--- src/rtl/data_distributor_pkg.sv ---
// Shared types and select-decode helpers for the distributor/selector pair.
// Helpers take selects zero-extended to MAX_SEL_WIDTH so any width up to that can reuse them.
package data_distributor_pkg;

  localparam int MAX_SEL_WIDTH = 32;
  localparam int MAX_IDX_WIDTH = $clog2(MAX_SEL_WIDTH);

  typedef enum logic {
    SLOT_EMPTY = 1'b0,
    SLOT_FULL  = 1'b1
  } slot_state_e;

  function automatic logic is_onehot(input logic [MAX_SEL_WIDTH-1:0] sel);
    return (sel != '0) && ((sel & (sel - MAX_SEL_WIDTH'(1))) == '0);
  endfunction

  // Index of the set bit; meaningful only when is_onehot(sel) holds.
  function automatic logic [MAX_IDX_WIDTH-1:0] onehot_to_index(input logic [MAX_SEL_WIDTH-1:0] sel);
    logic [MAX_IDX_WIDTH-1:0] idx;
    idx = '0;
    for (int i = 0; i < MAX_SEL_WIDTH; i++) begin
      if (sel[i]) idx = idx | MAX_IDX_WIDTH'(i);
    end
    return idx;
  endfunction

endpackage

--- src/rtl/data_distributor_slot.sv ---
// Single-entry output slot: write-enable fill, valid/ready drain, drain+refill in one cycle.
// The write enable is only raised by the top when the slot is empty or being drained.
module data_distributor_slot
  import data_distributor_pkg::*;
#(
  parameter int DATA_WIDTH = 2
) (
  input  logic                  clk,
  input  logic                  rst_n,
  input  logic                  i_wr_en,
  input  logic [DATA_WIDTH-1:0] i_wr_data,
  input  logic                  i_ready,
  output logic                  o_valid,
  output logic [DATA_WIDTH-1:0] o_data
);

  slot_state_e           r_state;
  logic [DATA_WIDTH-1:0] r_data;

  always_ff @(posedge clk) begin
    if (!rst_n) begin
      r_state <= SLOT_EMPTY;
      r_data  <= '0;
    end else if (i_wr_en) begin
      r_state <= SLOT_FULL;
      r_data  <= i_wr_data;
    end else if (i_ready) begin
      r_state <= SLOT_EMPTY;
    end
  end

  assign o_valid = (r_state == SLOT_FULL);
  assign o_data  = r_data;

endmodule

--- src/rtl/data_distributor.sv ---
// Registered 1-to-N scatter stage with one-hot select; illegal selects are consumed,
// flagged with a one-cycle sel_error pulse and counted in a saturating drop counter.
//
// Handshake: a word transfers on a rising edge where data_in_valid && data_in_ready;
// slot k transfers to its consumer on an edge where data_out_valid[k] && data_out_ready[k].
// data_in_ready never looks at data_in_valid.
module data_distributor
  import data_distributor_pkg::*;
#(
  parameter int SEL_WIDTH      = 4,
  parameter int DATA_WIDTH     = 2,
  parameter int DROP_CNT_WIDTH = 8
) (
  input  logic                      clk,
  input  logic                      rst_n,
  input  logic [SEL_WIDTH-1:0]      sel_in,
  input  logic [DATA_WIDTH-1:0]     data_in,
  input  logic                      data_in_valid,
  output logic                      data_in_ready,
  output logic [DATA_WIDTH-1:0]     data_out [SEL_WIDTH],
  output logic [SEL_WIDTH-1:0]      data_out_valid,
  input  logic [SEL_WIDTH-1:0]      data_out_ready,
  output logic                      sel_error,
  output logic [DROP_CNT_WIDTH-1:0] drop_count
);

  logic                      w_legal;
  logic                      w_slot_ok;
  logic                      w_drop;
  logic [SEL_WIDTH-1:0]      w_wr_en;
  logic                      r_sel_error;
  logic [DROP_CNT_WIDTH-1:0] r_drop_count;

  assign w_legal = is_onehot(MAX_SEL_WIDTH'(sel_in));
  // With a legal one-hot select, this reduction picks out exactly the selected slot.
  assign w_slot_ok     = |(sel_in & (~data_out_valid | data_out_ready));
  assign data_in_ready = w_legal ? w_slot_ok : 1'b1;
  assign w_drop        = data_in_valid & ~w_legal;
  assign w_wr_en       = (data_in_valid & w_legal & data_in_ready) ? sel_in : '0;

  for (genvar k = 0; k < SEL_WIDTH; k++) begin : g_slot
    data_distributor_slot #(
      .DATA_WIDTH(DATA_WIDTH)
    ) u_slot (
      .clk      (clk),
      .rst_n    (rst_n),
      .i_wr_en  (w_wr_en[k]),
      .i_wr_data(data_in),
      .i_ready  (data_out_ready[k]),
      .o_valid  (data_out_valid[k]),
      .o_data   (data_out[k])
    );
  end

  always_ff @(posedge clk) begin
    if (!rst_n) begin
      r_sel_error  <= 1'b0;
      r_drop_count <= '0;
    end else begin
      r_sel_error <= w_drop;
      if (w_drop && (r_drop_count != '1)) r_drop_count <= r_drop_count + 1'b1;
    end
  end

  assign sel_error  = r_sel_error;
  assign drop_count = r_drop_count;

endmodule

--- config.mk ---
export PLATFORM = sky130hd
export DESIGN_NAME = data_distributor
export DESIGN_NICKNAME = d
export VERILOG_FILES = /design/src/rtl/data_distributor_pkg.sv /design/src/rtl/data_distributor_slot.sv /design/src/rtl/data_distributor.sv
export SDC_FILE = /design/constraint.sdc
export NUM_CORES = 1
export LEC_CHECK = 0
export CAP_MARGIN = 5
export CORE_UTILIZATION = 47
export CTS_BUF_LIST = sky130_fd_sc_hd__clkbuf_16
export DETAILED_ROUTE_END_ITERATION = 8
export PLACE_DENSITY = 0.92
export SETUP_SLACK_MARGIN = 0.15
export SLEW_MARGIN = 20
export SYNTH_ARGS = -nofsm -noshare
export SYNTH_HDL_FRONTEND = slang
export SYNTH_HIERARCHICAL = 1
export SYNTH_SLANG_ARGS = --single-unit
--- constraint.sdc ---
create_clock -name clk -period 4.6 [get_ports clk]
set_clock_uncertainty 0.2 [all_clocks]
set_input_delay 1.15 -clock clk [delete_from_list [all_inputs] [get_ports clk]]
set_output_delay 1.15 -clock clk [all_outputs]
set_load 0.05 [all_outputs]
# == Word level (Yosys, flattened, before mapping) ==
# Cells that the tools add are included.
# totals
word_cells,40
output_inout_bits,22
inputBits,13
ff_bits,21
# classes
reduce_logical,9
n_eq_ne,1
addsub,2
n_bitwise,8
n_mux,10
# op_table
cell,count
4-bit by 32-bit bitwise AND with 32-bit output,1
32-bit logical NOT,1
1-bit two-way mux,9
8-bit by 1-bit adder with 8-bit output (second input constant),1
8-bit inequality test (second input constant),1
2-bit nonzero test,4
4-bit by 1-bit subtractor with 5-bit output (second input constant),1
4-bit bitwise AND,1
4-bit two-way mux,1
4-bit inverter,1
4-bit OR,1
4-bit nonzero test,1
4-bit OR reduction,1
1-bit bitwise AND,3
1-bit logical AND,2
1-bit inverter,1

# == Longest topological paths before layout ==
# logic_depth
word_depth,8
ltp_mapped,6
depth_no_buf,6

# == Hierarchy ==
# The synthesis kept the hierarchy.
# by_module_without_submodules
mod,cells_each,seq_area_each_um2,instances,area_per_inst_um2
data_distributor,72,180.2,1,574.3
data_distributor_slot,9,60.1,4,106.4

# == Least setup slack after synthesis ==
# OpenSTA, ideal clock, no wires.
# synth_path
kind,input-to-output
start,input port sel_in[1]
end,output port data_in_ready
slack_ns,1.036
path_buffers,0
stages,3
required_time_ns,3.250
arrival_ns,2.214
cell_sequence,nor4b_1 -> a211oi_1 -> nand4b_1
# synth_between
elab_chain_len,5
word_cells_on_any_way,8
cone_classes,add/sub: 1; mux: 1; bitwise: 2; reduce/logical: 4
# synth_lines
item,line,text
from (decl),data_distributor.sv:16,"input logic [SEL_WIDTH-1:0] sel_in,"
4-bit by 1-bit subtractor with 5-bit output,data_distributor_pkg.sv:14,return (sel != '0) && ((sel & (sel - MAX_SEL_WIDTH'(1))) == '0);
4-bit by 32-bit bitwise AND with 32-bit output,data_distributor_pkg.sv:14,
32-bit logical NOT,data_distributor_pkg.sv:14,
1-bit logical AND,data_distributor_pkg.sv:14,
1-bit two-way mux *,data_distributor.sv:37,assign data_in_ready = w_legal ? w_slot_ok : 1'b1;
to (decl),data_distributor.sv:19,"output logic data_in_ready,"
# Every way passes the cells marked *; elsewhere a longest branch is shown, timed or not.

# == Final worst setup path ==
# layout_path
start,input port sel_in[3]
end,output port data_in_ready
# Same word-level chain as after synthesis.

==> flow_summary.yaml <==
status:
  status: "completed"
power_and_ir_drop:
  ir_worst_vdd_mv: 0.293
  leakage_nw: 0.478
  p_per_area_mw_per_mm2: 302
timing:
  setup_viol: 0
  fmax_ghz: 0.245
  tightest_slew_ns: 0.592
  final-hold-violation-count: 0
  fin_tns_setup_ns: 0
  rsz0062_at_grt: "no"
  slew_viol_final: 0
  relSlewSlack_pct: 60.4
  final.min_clock_period_ns: 4.08
  period_share_pct: 88.6
clock_network:
  cts.sinks: 21
  hold_buffers: 0
  clk_latency_ns: 0.26
  cts-root-buf: "clkbuf_16"
  cts.path.max_buffers: 2
  clkSlewWorstSetupHoldPaths_ns: 0.06
  cts_buffers: 3
  htreeDepth: 1
  ctsResizeCount: 0
  cts_setup_buffers: 0
  cts_tree: "done"
placed_design:
  port_buffers: 34
  dp_hpwl_mm: 1.94
  gp_congestion: 0.829
final_layout:
  final_cell_mix: "33 x clkdlybuf4s50_1, 21 x dfxtp_1, 13 x nor2b_1"
  drive_above_1_share_pct: 4.83
  final.fill_count: 139
  syn2layout_area_growth_pct: 45.2
  antenna_cells: 0
  final_core_util_pct: 73.2
  finalNetCount: 160
  layout.cells.most_common: "clkdlybuf4s50_1"
setup_path:
  startpoint_type: "primary input"
  path_cells: "clkdlybuf4s50_1, nor4b_1, a211oi_1, nand4b_1, buf_12"
  cp_max_fo: 5
  arrival_ns: 2.73
  endpoint_kind: "output port"
  path_delay_family: "simple AND/OR/NAND/NOR gates"
  required_ns: 3.25
  worstSetupPathType: "primary input to output port"
  slowest_delay_ns: 0.50
  slowest_stage: "clkdlybuf4s50_1"
  worst-path-buf-inv: 2
hold_path:
  hold_path_class: "register to register"
global_route:
  grt_usage_pct: 26.6
  antenna_found_initial: 0
  grt_overflow: 0
  grt_max_degree: 19
  grt_pass1_vias: 925
  grt_pass1_wl_mm: 4.14
synth:
  post_synth.cell_area_avg_um2: 9.26
  syn_area_um2: 1000
  ys_seq_elements: 21
  synth-seq-area-share_pct: 42.1
  synthesis.nets: 122
  synthCells: 108
  yosysUniqueCellTypes: 31
  yosys_warnings: 6
floorplan:
  die_width_um: 48.1
  core_area_mm2: 0.00198
  placementRows: 16
  fp.dieH_um: 48.1
  start_util_pct: 50.4
  dieArea_mm2: 0.00232
  io_pins: 35
route:
  avgRoutedWirePerCell_um: 15.4
  ant_nets: 0
  vias_per_cell: 5.59
  drc: 0
  dr.pass1.iters: 4
  routed_wl_mm: 2.65
  drt_iter0_drc: 22
  num_vias: 961
job:
  cap_violations: 0
through the flow:
step                total power [mW]  cells  hold slack, ns  area (um^2)  worst slack [ns]
floorplan                      0.231    108           0.506         1000              1.04
global placement               0.256    168           0.297         1370             0.659
detailed placement             0.259    168           0.323         1370             0.544
finish                         0.438    172           0.336         1450             0.523
global route                   0.450    172           0.367         1450             0.443
CTS                            0.440    172           0.333         1450             0.538
cell usage after synthesis:
cell	count	area (um^2)
dfxtp_1	21	420
nor2b_1	13	81.3
mux2i_1	9	90.1
inv_1	7	26.3
a21oi_1	5	25.0
nor2_1	5	18.8
o21ai_0	5	25.0
nand2b_1	4	25.0
nand3_1	4	20.0
o21a_1	4	30.0
and2_1	3	18.8
nand2_1	3	11.3
a311oi_1	2	17.5
nand4_1	2	12.5
nor4b_1	2	17.5
o31ai_1	2	15.0
or3_2	2	15.0
or4_1	2	15.0
a2111o_1	1	11.3
a211oi_1	1	7.51
a22oi_1	1	7.51
and2_2	1	7.51
buf_6	1	11.3
ha_1	1	12.5
nand4b_1	1	8.76
nor4_1	1	6.26
o211ai_1	1	7.51
o21bai_1	1	7.51
o311a_1	1	10.0
o41ai_1	1	8.76
xor2_1	1	8.76
report_power, final:
| group | total, mW | switching, mW | internal [mW] |
|---|---|---|---|
| registers | 0.191 | 0.00389 | 0.187 |
| clock network | 0.182 | 0.0665 | 0.116 |
| logic | 0.0650 | 0.0377 | 0.0273 |
metal layers:
layer / vias to the layer above / global-route usage (%) / routed length (um)
met1: 470 / 31.9 / 1130
li1: 464 / - / -
met3: 7 / 3.70 / 63
met2: 20 / 45.9 / 1390
met4: 0 / 14.4 / 61
met5: - / 0 / 0
worst register-to-register path: stages, from the launching register on:
cell and delay, ns:
dfxtp_1 0.35, ha_1 0.24, nand3_1 0.16, nor2_1 0.12, or4_1 0.53, a21oi_1 0.17
cell families (layout without fill, tap and decap cells):
group | count (synthesis) | count (layout) | share of synthesized area (%)
fa+ha+maj | 1 | 1 | 1.25
compound gates | 25 | 25 | 17.3
mux | 9 | 9 | 9.01
flops | 21 | 21 | 42.1
buf+inv | 8 | 45 | 3.76
xor+xnor | 1 | 1 | 0.876
simple gates | 43 | 43 | 25.8
area by class of cell:
cell class	count	area, um^2	share of cell area (%)
clock buffers	3	75.1	5.17
clock inverters	1	3.75	0.259
inverters	7	26.3	1.81
multi-input cells	79	542	37.3
flip-flops and latches	21	420	29.0
well taps	27	33.8	2.33
repair buffers	34	350	24.1
flip-flops by register name (all words and copies together), names as in the netlist:
| name | flops |
|---|---|
| sel_error | 1 |
| drop_count | 8 |
| g_slot.u_slot/o_valid | 4 |
| g_slot.u_slot/o_data | 8 |
path summary, 6_finish.rpt:
| check | startpoint | end | slack (ns) | depth (start not counted) |
|---|---|---|---|---|
| min reg2reg | g_slot[2].u_slot/o_data[1] | g_slot[2].u_slot/o_data[1] | 0.34 | 2 |
| min | g_slot[2].u_slot/o_data[1] | g_slot[2].u_slot/o_data[1] | 0.34 | 2 |
| max | sel_in[3] | data_in_ready | 0.52 | 5 |
| max reg2reg | drop_count[0] | drop_count[3] | 2.75 | 5 |
Power figures use the tool's default switching activity.
